===== src/rtl/ascon_round_scheduler_pkg.sv =====
// Shared types and constants for the Ascon round scheduler.
// Optional abort input is enabled by ASCON_SCHED_ABORT_EN.
package ascon_round_scheduler_pkg;

  localparam int ROUND_W = 4;

  localparam logic [ROUND_W-1:0] P12_START  = 4'h0;
  localparam logic [ROUND_W-1:0] P6_START   = 4'h6;
  localparam logic [ROUND_W-1:0] ROUND_LAST = 4'hB;

  typedef enum logic {
    MODE_P12,
    MODE_P6
  } perm_mode_t;

  typedef enum logic [1:0] {
    S_IDLE,
    S_FIRST,
    S_RUN,
    S_DONE
  } sched_state_t;

  function automatic logic [ROUND_W-1:0] start_round(
    input perm_mode_t m
  );
    return (m == MODE_P6) ? P6_START : P12_START;
  endfunction

endpackage


===== src/rtl/ascon_round_scheduler_round_counter.sv =====
// Loadable up-counter holding the Ascon round index.
// Flags the final round so the scheduler can stop without overflow.
module round_counter
  import ascon_round_scheduler_pkg::*;
(
  input  logic               clock_i,
  input  logic               reset_i,
  input  logic               load,
  input  logic [ROUND_W-1:0] load_val,
  input  logic               inc,
  output logic [ROUND_W-1:0] count_o,
  output logic               last_o
);

  logic [ROUND_W-1:0] cnt_q;

  always_ff @(posedge clock_i) begin
    if (reset_i) begin
      cnt_q <= '0;
    end else if (load) begin
      cnt_q <= load_val;
    end else if (inc) begin
      cnt_q <= cnt_q + 1'b1;
    end
  end

  assign count_o = cnt_q;
  assign last_o  = (cnt_q == ROUND_LAST);

endmodule


===== src/rtl/ascon_round_scheduler.sv =====
// Ascon permutation round scheduler: p12 or p6, one round per clock.
// Define ASCON_SCHED_ABORT_EN to add the abort_i input.
module ascon_round_scheduler
  import ascon_round_scheduler_pkg::*;
(
  input  logic               clock_i,
  input  logic               reset_i,
  input  logic               start_i,
  input  logic               mode_i,
`ifdef ASCON_SCHED_ABORT_EN
  input  logic               abort_i,
`endif
  output logic               ready_o,
  output logic [ROUND_W-1:0] round_o,
  output logic               data_sel_o,
  output logic               en_state_o,
  output logic               done_o
);

  sched_state_t       state_q;
  sched_state_t       state_d;
  logic               load;
  logic [ROUND_W-1:0] load_val;
  logic               inc;
  logic               last;
  logic               ready_d;
  logic               sel_d;
  logic               en_d;
  logic               done_d;

  round_counter u_cnt (
    .clock_i  (clock_i),
    .reset_i  (reset_i),
    .load     (load),
    .load_val (load_val),
    .inc      (inc),
    .count_o  (round_o),
    .last_o   (last)
  );

  always_ff @(posedge clock_i) begin
    if (reset_i) begin
      state_q    <= S_IDLE;
      ready_o    <= 1'b1;
      data_sel_o <= 1'b0;
      en_state_o <= 1'b0;
      done_o     <= 1'b0;
    end else begin
      state_q    <= state_d;
      ready_o    <= ready_d;
      data_sel_o <= sel_d;
      en_state_o <= en_d;
      done_o     <= done_d;
    end
  end

  always_comb begin
    state_d  = state_q;
    load     = 1'b0;
    load_val = P12_START;
    inc      = 1'b0;
    unique case (state_q)
      S_IDLE: begin
        if (start_i) begin
          state_d  = S_FIRST;
          load     = 1'b1;
          load_val = start_round(perm_mode_t'(mode_i));
        end
      end
      S_FIRST: begin
        state_d = S_RUN;
        inc     = 1'b1;
      end
      // Compare before increment: index holds at ROUND_LAST
      S_RUN: begin
        if (last) state_d = S_DONE;
        else      inc     = 1'b1;
      end
      S_DONE: begin
        state_d  = S_IDLE;
        load     = 1'b1;
        load_val = P12_START;
      end
      default: state_d = S_IDLE;
    endcase
`ifdef ASCON_SCHED_ABORT_EN
    if (abort_i &&
        (state_q == S_FIRST || state_q == S_RUN)) begin
      state_d  = S_IDLE;
      load     = 1'b1;
      load_val = P12_START;
      inc      = 1'b0;
    end
`endif
  end

  // Outputs are decoded from the next state and registered
  always_comb begin
    ready_d = (state_d == S_IDLE);
    sel_d   = (state_d == S_FIRST);
    en_d    = (state_d == S_FIRST) || (state_d == S_RUN);
    done_d  = (state_d == S_DONE);
  end

endmodule


===== config.mk =====
export PLATFORM = sky130hd
export DESIGN_NAME = ascon_round_scheduler
export DESIGN_NICKNAME = d
export VERILOG_FILES = /design/src/rtl/ascon_round_scheduler_pkg.sv /design/src/rtl/ascon_round_scheduler_round_counter.sv /design/src/rtl/ascon_round_scheduler.sv
export SDC_FILE = /design/constraint.sdc
export NUM_CORES = 1
export LEC_CHECK = 0
export BUFFER_PORTS_ARGS = -buffer_cell sky130_fd_sc_hd__clkbuf_2
export CAP_MARGIN = 20
export CORE_AREA = 3 3 40 42
export CTS_CLUSTER_SIZE = 12
export DETAILED_ROUTE_END_ITERATION = 10
export DIE_AREA = 0 0 43 45
export GPL_TIMING_DRIVEN = 0
export PLACE_DENSITY = 0.72
export SYNTH_ARGS = -nofsm -noshare
export SYNTH_HDL_FRONTEND = slang
export SYNTH_SLANG_ARGS = --single-unit
export TNS_END_PERCENT = 30

===== constraint.sdc =====
create_clock -name clock_i -period 2.3 [get_ports clock_i]
set_clock_uncertainty 0.2 [all_clocks]
set_input_delay 0.115 -clock clock_i [delete_from_list [all_inputs] [get_ports clock_i]]
set_output_delay 0.115 -clock clock_i [all_outputs]
set_load 0.01 [all_outputs]

# Word level (Yosys, flattened, before mapping)
# Cells that the tools add are included.
[totals] in_bits=4 latchBits=0 romBits=0 reg_bits=10 ram_bits=0 n_memories=0
[op_classes] muxes=12 bitwise=0 n_mul=0 magnitude_cmp=0 n_div=0 n_shift=0 add_sub_neg=1 reduce_logical=4 n_eq_ne=7
[ops] cell="$mux W3" n=3
[ops] cell="$eq A2 B2 Y1 const B" n=4
[ops] cell="$mux W4" n=2
[ops] cell="$pmux W2 S4" n=1
[ops] cell="$add A4 B1 Y4 const B" n=1
[ops] cell="$eq A2 B1 Y1 const B" n=2
[ops] cell="$eq A4 B4 Y1 const B" n=1
[ops] cell="$logic_not A2 Y1" n=2
[ops] cell="$mux W2" n=2
[ops] cell="$pmux W1 S2" n=2
[ops] cell="$mux W1" n=2
[ops] cell="$reduce_bool A2 Y1" n=1
[ops] cell="$logic_or A1 B1 Y1" n=1

# Depth between registers and ports, before layout
# Gate-level depths: netlist of the first run.
[depth] depth_word=5 mapped_depth=7

# By module
# From an unflattened synthesis of the first run, not the netlist that was laid out.
[hier_totals] cells_unflattened=53 hier_area_um2=503.0
[by_module_without_submodules] module="ascon_round_scheduler" n_inst=1 seq_area_each_um2=120.1 area_each_um2=290.3 cells_each=29
[by_module_without_submodules] module="round_counter" n_inst=1 seq_area_each_um2=80.1 area_each_um2=212.7 cells_each=24

# Least setup slack after synthesis of the first run
# OpenSTA, ideal clock, no wires.
[synth_timing] path_type="reg2reg" start="reg u_cnt.cnt_q[0] (netlist: u_cnt.count_o[0])" end="reg en_state_o" period_less_slack_ps=1747 required_ps=1971 setup_ps=129 arrival_time_ps=1418 path_buffers=0 slack_ps=553 stages_incl_launch_ff=7 path_cell_list="dfxtp_1 > ha_1 > nand3b_4 > o21ai_0 > o21a_1 > ha_1 > nor2b_1"
[synth_via] elab_chain_cells=5 elab_cells_between_ends=6 classes_between="eq/ne (3); mux (2); reduce/logical (1)"
[synth_lines] element="start, declared" line="ascon_round_scheduler_round_counter.sv:15" source="logic [ROUND_W-1:0] cnt_q;"
[synth_lines] element="start signal, assigned" line="ascon_round_scheduler_round_counter.sv:21" source="cnt_q <= load_val;"
[synth_lines] element="start signal, assigned" line="ascon_round_scheduler_round_counter.sv:23" source="cnt_q <= cnt_q + 1'b1;"
[synth_lines] element="$eq A4 B4 Y1 *" line="ascon_round_scheduler_round_counter.sv:28" source="assign last_o = (cnt_q == ROUND_LAST);"
[synth_lines] element="$mux W2 *" line="ascon_round_scheduler.sv:76" source="if (last) state_d = S_DONE;"
[synth_lines] element="$pmux W2 S4 *" line="ascon_round_scheduler.sv:62" source="unique case (state_q)"
[synth_lines] element="$eq A2 B1 Y1 or $eq A2 B2 Y1 (tied branches)" line="ascon_round_scheduler.sv:101" source="en_d = (state_d == S_FIRST) || (state_d == S_RUN);"
[synth_lines] element="$logic_or A1 B1 Y1 *" line="ascon_round_scheduler.sv:101"
[synth_lines] element="via en_d" line="ascon_round_scheduler.sv:28" source="logic en_d;"
[synth_lines] element="end signal, assigned" line="ascon_round_scheduler.sv:52" source="en_state_o <= en_d;"
[synth_lines] element="end, declared" line="ascon_round_scheduler.sv:16" source="output logic en_state_o,"
# Mark *: on every way through the listed nets, which the timed path passes. The rest lies on a longest branch.
# A chain may end at the register's enable or synchronous reset.

# Worst setup path in the final report of the first run
[layout_timing] start="reg state_q[0]" end="reg u_cnt.cnt_q[2] (netlist: u_cnt.count_o[2])"
[layout_via] elab_chain_cells=3 elab_cells_between_ends=9 classes_between="eq/ne (3); mux (4); reduce/logical (2)"
[layout_lines] element="start, declared" line="ascon_round_scheduler.sv:20" source="sched_state_t state_q;"
[layout_lines] element="start signal, assigned" line="ascon_round_scheduler.sv:49" source="state_q <= state_d;"
[layout_lines] element="$eq A2 B2 Y1, or another cell as far along" line="ascon_round_scheduler.sv:62"
[layout_lines] element="$pmux W1 S2 or $mux W3 (tied branches)" line="ascon_round_scheduler.sv:62"
[layout_lines] element="$mux W4 or $reduce_bool A2 Y1 (tied branches)"
# Several ways; a longest one is shown, not always the timed one.

==> impl_metrics.xml, run 1 <==
<?xml version="1.0" encoding="UTF-8"?>
<metrics>
  <group name="run_status">
    <metric name="result_of_the_run" unit="">finished clean</metric>
  </group>
  <group name="grt">
    <metric name="antenna_found_initial" unit="">0</metric>
    <metric name="grt_max_degree" unit="">11</metric>
    <metric name="gr-usage-all-layers" unit="%">12.4</metric>
    <metric name="grt_overflow_total" unit="">0</metric>
    <metric name="grt_first_pass_wirelength" unit="mm">1.72</metric>
    <metric name="vias_in_the_first_global_route" unit="">391</metric>
  </group>
  <group name="timing">
    <metric name="layout_worst_path_cycle_share" unit="%">89.6</metric>
    <metric name="slew_violations" unit="">0</metric>
    <metric name="grt_setup_unrepaired" unit="">false</metric>
    <metric name="setup_tns" unit="ns">0</metric>
    <metric name="maxSlewHeadroom" unit="%">71.6</metric>
    <metric name="finalSetupViolations" unit="">0</metric>
    <metric name="max_freq" unit="MHz">485</metric>
    <metric name="post-route-min-period" unit="ns">2.06</metric>
    <metric name="max_slew.worst_pin.slew" unit="ns">0.426</metric>
    <metric name="final_hold_viol_count" unit="">0</metric>
  </group>
  <group name="worst_setup_path">
    <metric name="cp_max_fo" unit="">10</metric>
    <metric name="cp_required" unit="ns">2.29</metric>
    <metric name="crit_path_launch_type" unit="">flip-flop</metric>
    <metric name="crit_path_start" unit="">state_q[0]</metric>
    <metric name="r2r_start" unit="">state_q[0]</metric>
    <metric name="crit_arrival" unit="ns">2.05</metric>
    <metric name="critical_path.cell_chain" unit="">inv_1 -&gt; ha_1 -&gt; buf_4 -&gt; nor2_1 -&gt; nand4_1 -&gt; dlygate4sd3_1 -&gt; o31ai_1</metric>
    <metric name="setup.worst_path.class" unit="">flip-flop to flip-flop</metric>
    <metric name="critPathMaxStageDelay" unit="ns">0.57</metric>
    <metric name="cp_top_family" unit="">buffers and inverters</metric>
    <metric name="crit_path_end_kind" unit="">flip-flop</metric>
    <metric name="worstPathBufferInverterCount" unit="">3</metric>
    <metric name="critical_path.slowest_cell" unit="">sky130_fd_sc_hd__dlygate4sd3_1</metric>
  </group>
  <group name="logic_synthesis">
    <metric name="syn-mean-instance-area" unit="um^2">9.49</metric>
    <metric name="seq_area_frac_synth" unit="%">36.4</metric>
    <metric name="synth.cell_area" unit="um^2">551</metric>
    <metric name="synthDistinctLibCells" unit="">26</metric>
    <metric name="netlist_instances" unit="">58</metric>
    <metric name="asyncSetResetFlopFracSynth" unit="%">0</metric>
    <metric name="syn_nets" unit="">69</metric>
    <metric name="yosys_most_used_dff" unit="">sky130_fd_sc_hd__dfxtp_1</metric>
    <metric name="yosysWarningCount" unit="">0</metric>
    <metric name="post_synth_edffs" unit="">0</metric>
    <metric name="yosys_register_bits" unit="">10</metric>
  </group>
  <group name="power">
    <metric name="p_leak" unit="nW">0.331</metric>
    <metric name="power.net_switching" unit="mW">0.375</metric>
    <metric name="sequentialPowerShare" unit="%">29.7</metric>
    <metric name="ir_drop" unit="V">0.000775</metric>
    <metric name="comb_power_share" unit="%">52.6</metric>
    <metric name="internal_power" unit="mW">0.549</metric>
    <metric name="power_density" unit="nW/um^2">1360</metric>
    <metric name="power.switching_fraction" unit="%">40.6</metric>
    <metric name="power.share.clock" unit="%">17.6</metric>
    <metric name="design_power_total" unit="mW">0.924</metric>
  </group>
  <group name="hold_path">
    <metric name="hp-class" unit="">input port to flip-flop</metric>
    <metric name="holdCritStartpoint" unit="">start_i</metric>
  </group>
  <group name="routing">
    <metric name="first_iter_violations" unit="">5</metric>
    <metric name="drtAntennaViolNets" unit="">0</metric>
    <metric name="drc" unit="">0</metric>
    <metric name="average_detailed_routed_wire_length_per_instance" unit="um">11.4</metric>
    <metric name="detail_route.wirelength" unit="mm">1.03</metric>
    <metric name="post_drt_via_cell_ratio" unit="">5.26</metric>
    <metric name="number_of_vias_in_the_routed_layout" unit="">473</metric>
    <metric name="first_pass_iters" unit="">4</metric>
  </group>
  <group name="clock_tree">
    <metric name="htree_levels" unit="">1</metric>
    <metric name="cts_max_path_buffers" unit="">2</metric>
    <metric name="cts_num_sinks" unit="">10</metric>
    <metric name="cts_repair_resize_count" unit="">0</metric>
    <metric name="clk_latency" unit="ns">0.27</metric>
    <metric name="cts-buffers-inserted" unit="">3</metric>
    <metric name="clock_tree.root_cell" unit="">sky130_fd_sc_hd__clkbuf_4</metric>
    <metric name="clk_pin_slew_worst_paths" unit="ns">0.07</metric>
    <metric name="cts_tree" unit="">built</metric>
  </group>
  <group name="cells_and_area">
    <metric name="mostFrequentLayoutCell" unit="">sky130_fd_sc_hd__clkbuf_2</metric>
    <metric name="areaGrowthSynthToFinish" unit="%">23.6</metric>
    <metric name="layout_common_cells" unit="">11 x sky130_fd_sc_hd__clkbuf_2, 10 x sky130_fd_sc_hd__dfxtp_1, 7 x sky130_fd_sc_hd__ha_1</metric>
    <metric name="postLayoutCoreUtil" unit="%">53.0</metric>
    <metric name="antennaDiodeCount" unit="">0</metric>
    <metric name="fillCellCount" unit="">117</metric>
    <metric name="final_area" unit="um^2">681</metric>
    <metric name="fin_nets" unit="">87</metric>
    <metric name="share_of_layout_cells_above_drive_strength_1" unit="%">25.3</metric>
  </group>
  <group name="job">
    <metric name="cap_viol_max_count" unit="">0</metric>
  </group>
  <group name="floorplanning">
    <metric name="rows" unit="">13</metric>
    <metric name="core_area" unit="um^2">1280</metric>
    <metric name="initial_utilization" unit="%">42.8</metric>
    <metric name="die_y" unit="um">45</metric>
    <metric name="die_area" unit="um^2">1940</metric>
    <metric name="floorplan.io_pins" unit="">12</metric>
    <metric name="die_width" unit="um">43</metric>
  </group>
  <group name="place">
    <metric name="post-dp-hpwl" unit="um">745</metric>
    <metric name="port_buffers" unit="">11</metric>
    <metric name="placedInstanceArea" unit="um^2">624</metric>
    <metric name="gp_routability_congestion" unit="">0.775</metric>
  </group>
</metrics>
## repair_timing
action	CTS	global route
buffers inserted	0	0
hold endpoints to repair	1	0
hold buffers	2	0
## per-layer routing
metal | up-vias | global-route usage, % | wire (um)
met2 | 12 | 18.6 | 442
met1 | 217 | 14.8 | 490
met3 | 5 | 2.79 | 51
met4 | 0 | 10.8 | 41
met5 | - | 0 | 0
li1 | 239 | - | -
## metrics by stage
stage,hold WS (ns),std cells,worst slack (ns)
after global routing,0.0475,90,0.135
after floorplan,0.0621,58,0.553
final,0.0405,90,0.240
after global placement,0.204,84,0.476
after detailed placement,0.197,84,0.451
after CTS,0.0187,90,0.240
## sequential cells by signal, summed over array words and instances, names as in the netlist
name,flops
u_cnt.count_o,4
state_q,2
data_sel_o,1
done_o,1
en_state_o,1
ready_o,1
## final cells by class
| cell class | instances | area, um^2 | area share (%) |
|---|---|---|---|
| multi-input cells | 42 | 324 | 47.6 |
| flip-flops and latches | 10 | 200 | 29.4 |
| repair buffers | 13 | 75.1 | 11.0 |
| clock buffers | 4 | 36.3 | 5.33 |
| well taps | 15 | 18.8 | 2.76 |
| inverters | 4 | 15.0 | 2.21 |
| plain buffers | 2 | 11.3 | 1.65 |
## power groups by stage
stage                     logic [mW]  registers [mW]  clock network, mW
after floorplan                0.352           0.294                  0
after global placement         0.474           0.278                  0
after detailed placement       0.482           0.278                  0
after CTS                      0.492           0.274              0.168
after global routing           0.548           0.282              0.179
final                          0.486           0.275              0.163
## cells by family (layout without fill, tap and decap cells)
logic type / count (synthesis) / count (layout) / share of synthesized area [%]
adders and majority gates: 7 / 7 / 15.9
muxes: 1 / 1 / 1.82
and+or+nand+nor: 17 / 17 / 17.7
DFF: 10 / 10 / 36.4
AOI/OAI and AO/OA: 17 / 17 / 23.4
buffers and inverters: 6 / 23 / 4.77
## worst register-to-register path: stages (launching register included)
cell	delay (ns)
sky130_fd_sc_hd__dfxtp_1	0.37
sky130_fd_sc_hd__inv_1	0.08
sky130_fd_sc_hd__ha_1	0.32
sky130_fd_sc_hd__buf_4	0.18
sky130_fd_sc_hd__nor2_1	0.10
sky130_fd_sc_hd__nand4_1	0.10
sky130_fd_sc_hd__dlygate4sd3_1	0.57
sky130_fd_sc_hd__o31ai_1	0.06
## synth_stat cells (2+ instances only)
library cell / n / area share, %
sky130_fd_sc_hd__a21oi_1: 4 / 3.6
sky130_fd_sc_hd__nand2_1: 3 / 2.0
sky130_fd_sc_hd__nor2_1: 5 / 3.4
sky130_fd_sc_hd__ha_1: 7 / 16
sky130_fd_sc_hd__a31oi_1: 2 / 2.3
sky130_fd_sc_hd__o21ai_0: 2 / 1.8
sky130_fd_sc_hd__nor2b_1: 4 / 4.5
sky130_fd_sc_hd__dfxtp_1: 10 / 36
sky130_fd_sc_hd__inv_1: 4 / 2.7
## path summary, 6_finish.rpt
path | cells after the start | slack (ns) | end
setup / recovery | 7 | 0.24 | u_cnt.count_o[2]
hold reg to reg | 2 | 0.35 | u_cnt.count_o[0]
hold / removal | 4 | 0.04 | u_cnt.count_o[1]
setup reg to reg | 7 | 0.24 | u_cnt.count_o[2]
(Power assumes the default switching activity.)
==> inputs of run 2 (changes only) <==
PLACE_DENSITY = 0.69   (was 0.72)
SYNTH_HIERARCHICAL = 1   (was unset)
==> impl_metrics.xml, run 2 <==
<?xml version="1.0" encoding="UTF-8"?>
<metrics>
  <group name="run_status">
    <metric name="result_of_the_run" unit="">finished clean</metric>
  </group>
  <group name="clock_tree">
    <metric name="clock_tree.root_cell" unit="">sky130_fd_sc_hd__clkbuf_4</metric>
    <metric name="cts_setup_buffers" unit="">0</metric>
    <metric name="cts_tree" unit="">built</metric>
    <metric name="cts_num_sinks" unit="">10</metric>
    <metric name="cts-buffers-inserted" unit="">3</metric>
    <metric name="cts_repair_resize_count" unit="">0</metric>
    <metric name="clk_latency" unit="ns">0.27</metric>
    <metric name="clk_pin_slew_worst_paths" unit="ns">0.07</metric>
    <metric name="cts_max_path_buffers" unit="">2</metric>
    <metric name="htree_levels" unit="">1</metric>
  </group>
  <group name="cells_and_area">
    <metric name="multi_input_comb_area" unit="um^2">283</metric>
    <metric name="final_area" unit="um^2">627</metric>
    <metric name="fillCellCount" unit="">123</metric>
    <metric name="flip_flop_count_of_the_largest_register_after_layout" unit="">4</metric>
    <metric name="share_of_layout_cells_above_drive_strength_1" unit="%">25.7</metric>
    <metric name="postLayoutCoreUtil" unit="%">48.8</metric>
    <metric name="areaGrowthSynthToFinish" unit="%">24.6</metric>
    <metric name="antennaDiodeCount" unit="">0</metric>
    <metric name="fin_nets" unit="">81</metric>
    <metric name="mostFrequentLayoutCell" unit="">sky130_fd_sc_hd__clkbuf_2</metric>
    <metric name="layout_common_cells" unit="">11 x sky130_fd_sc_hd__clkbuf_2, 10 x sky130_fd_sc_hd__dfxtp_1, 6 x sky130_fd_sc_hd__ha_1</metric>
    <metric name="seqCellArea" unit="um^2">200</metric>
  </group>
  <group name="worst_setup_path">
    <metric name="cp_required" unit="ns">2.26</metric>
    <metric name="worstReg2RegEnd" unit="">en_state_o</metric>
    <metric name="r2r_slack" unit="ns">0.39</metric>
    <metric name="crit_path_launch_type" unit="">flip-flop</metric>
    <metric name="setup.worst_path.class" unit="">flip-flop to flip-flop</metric>
    <metric name="cp_max_fo" unit="">6</metric>
    <metric name="worstRegToRegCells" unit="">6</metric>
    <metric name="crit_arrival" unit="ns">1.87</metric>
    <metric name="r2r_start" unit="">state_q[0]</metric>
    <metric name="crit_path_end_kind" unit="">flip-flop</metric>
  </group>
  <group name="logic_synthesis">
    <metric name="yosys_register_bits" unit="">10</metric>
    <metric name="synth_top_cells_by_count" unit="">10 x sky130_fd_sc_hd__dfxtp_1, 6 x sky130_fd_sc_hd__ha_1, 5 x sky130_fd_sc_hd__inv_1, 5 x sky130_fd_sc_hd__nor2_1, 4 x sky130_fd_sc_hd__a21oi_1</metric>
    <metric name="synth.area.top_cells" unit="">sky130_fd_sc_hd__dfxtp_1 40%, sky130_fd_sc_hd__ha_1 15%, sky130_fd_sc_hd__mux2i_1 6.0%, sky130_fd_sc_hd__o21a_1 4.5%, sky130_fd_sc_hd__a21oi_1 4.0%</metric>
    <metric name="netlist.area_leader.share" unit="%">39.8</metric>
    <metric name="post_synth_edffs" unit="">0</metric>
    <metric name="seq_area_frac_synth" unit="%">39.8</metric>
    <metric name="asyncSetResetFlopFracSynth" unit="%">0</metric>
    <metric name="synth.cell_area" unit="um^2">503</metric>
    <metric name="netlist_instances" unit="">53</metric>
    <metric name="synthDistinctLibCells" unit="">20</metric>
    <metric name="netlist.top_cell.by_area" unit="">sky130_fd_sc_hd__dfxtp_1</metric>
    <metric name="synth_most_common_cell" unit="">sky130_fd_sc_hd__dfxtp_1</metric>
    <metric name="syn-mean-instance-area" unit="um^2">9.49</metric>
    <metric name="yosysWarningCount" unit="">6</metric>
    <metric name="yosys_most_used_dff" unit="">sky130_fd_sc_hd__dfxtp_1</metric>
  </group>
  <group name="grt">
    <metric name="antenna_found_initial" unit="">0</metric>
    <metric name="vias_in_the_first_global_route" unit="">371</metric>
    <metric name="grt_first_pass_wirelength" unit="mm">1.58</metric>
    <metric name="gr-usage-all-layers" unit="%">11.2</metric>
    <metric name="grt_max_degree" unit="">9</metric>
    <metric name="grt_overflow_total" unit="">0</metric>
  </group>
  <group name="floorplanning">
    <metric name="initial_utilization" unit="%">39.1</metric>
    <metric name="floorplan.io_pins" unit="">12</metric>
    <metric name="die_width" unit="um">43</metric>
    <metric name="die_y" unit="um">45</metric>
    <metric name="die_area" unit="um^2">1940</metric>
    <metric name="core_area" unit="um^2">1280</metric>
    <metric name="rows" unit="">13</metric>
  </group>
  <group name="timing">
    <metric name="finalSetupViolations" unit="">0</metric>
    <metric name="post-route-min-period" unit="ns">1.91</metric>
    <metric name="worst_slack" unit="ns">0.389</metric>
    <metric name="final_hold_viol_count" unit="">0</metric>
    <metric name="layout_worst_path_cycle_share" unit="%">83.1</metric>
    <metric name="setup_tns" unit="ns">0</metric>
    <metric name="slew_violations" unit="">0</metric>
    <metric name="max_freq" unit="MHz">523</metric>
    <metric name="grt_setup_unrepaired" unit="">false</metric>
  </group>
  <group name="power">
    <metric name="p_leak" unit="nW">0.304</metric>
    <metric name="power_density" unit="nW/um^2">1390</metric>
    <metric name="ir_drop" unit="V">0.000507</metric>
  </group>
  <group name="place">
    <metric name="post-dp-hpwl" unit="um">698</metric>
    <metric name="placedInstanceArea" unit="um^2">581</metric>
    <metric name="dp_slack" unit="ns">0.394</metric>
    <metric name="port_buffers" unit="">11</metric>
    <metric name="gp_routability_congestion" unit="">0.659</metric>
  </group>
  <group name="hold_path">
    <metric name="holdCritStartpoint" unit="">start_i</metric>
    <metric name="hp-class" unit="">input port to flip-flop</metric>
    <metric name="timing.hold.worst_endpoint" unit="">state_q[0]</metric>
    <metric name="holdPathStages" unit="">3</metric>
  </group>
  <group name="routing">
    <metric name="average_detailed_routed_wire_length_per_instance" unit="um">10.2</metric>
    <metric name="post_drt_via_cell_ratio" unit="">4.52</metric>
    <metric name="first_iter_violations" unit="">4</metric>
    <metric name="number_of_vias_in_the_routed_layout" unit="">384</metric>
    <metric name="first_pass_iters" unit="">3</metric>
    <metric name="detail_route.wirelength" unit="um">869</metric>
    <metric name="drc" unit="">0</metric>
    <metric name="drtAntennaViolNets" unit="">0</metric>
  </group>
  <group name="job">
    <metric name="cap_viol_max_count" unit="">0</metric>
  </group>
</metrics>
-- run 2: where the power goes --
group          switching [mW]  internal [mW]  total [mW]
logic                   0.221          0.195       0.416
registers              0.0494          0.247       0.296
clock network          0.0635         0.0962       0.160
total                   0.334          0.538       0.872
-- run 2: critical path: stages (launching register included) --
cell and delay, ns:
sky130_fd_sc_hd__dfxtp_1 0.33, sky130_fd_sc_hd__inv_1 0.15, sky130_fd_sc_hd__ha_1 0.26, sky130_fd_sc_hd__mux2i_1 0.35, sky130_fd_sc_hd__o2bb2ai_1 0.16, sky130_fd_sc_hd__ha_1 0.23
sky130_fd_sc_hd__nor2b_1 0.12
-- run 2: logic make-up (layout without fill, tap and decap cells) --
family | Yosys count | in the layout | share of synthesized area (%)
adder cells (fa/ha/maj) | 6 | 6 | 14.9
other | 1 | 2 | 0.746
AO/OA/AOI/OAI | 11 | 11 | 14.7
AND/OR/NAND/NOR | 12 | 12 | 11.7
multiplexers | 4 | 4 | 8.21
XOR/XNOR | 3 | 3 | 5.22
buffers and inverters | 6 | 22 | 4.73
flip-flops | 10 | 10 | 39.8
-- run 2: stage by stage --
| step | hold WS (ns) | instances | power, mW |
|---|---|---|---|
| 2_1_floorplan | -0.0183 | 54 | 0.604 |
| 5_1_grt | 0.134 | 85 | 0.957 |
| 3_5_place_dp | 0.207 | 80 | 0.721 |
| 3_3_place_gp | 0.202 | 80 | 0.708 |
| 6_report | 0.0681 | 85 | 0.872 |
| 4_1_cts | 0.0616 | 85 | 0.887 |
-- run 2: area by class of cell --
cell class	count	share of cell area [%]
Timing Repair Buffer	12	10.4
Clock buffer	4	5.79
Tap cell	15	2.99
Inverter	5	2.99
Sequential cell	10	31.9
Multi-Input combinational cell	38	45.1
Buffer	1	0.798
-- run 2: how the worst max path moves through the flow --
stage                           from          endpoint  slack (ns)
floorplan           u_cnt/count_o[0]  u_cnt/count_o[1]        0.52
global placement          state_q[0]        en_state_o        0.40
detailed placement        state_q[0]        en_state_o        0.39
CTS                       state_q[0]        en_state_o        0.39
global route              state_q[0]        en_state_o        0.25
finish                    state_q[0]        en_state_o        0.39
-- run 2: per-layer routing --
metal / up-vias / part of all wire, % / track usage (%)
li1: 211 / - / -
met1: 165 / 47 / 12.4
met2: 6 / 48 / 18.6
met3: 2 / 2.8 / 2.39
met4: 0 / 2.4 / 9.04
met5: - / 0 / 0
-- run 2: what timing repair did --
| item | 4_1_cts | 5_1_grt |
|---|---|---|
| hold buffers | 1 | 0 |
| endpoints found under the setup margin | 0 | 0 |
| endpoints found under the hold margin | 5 | 0 |
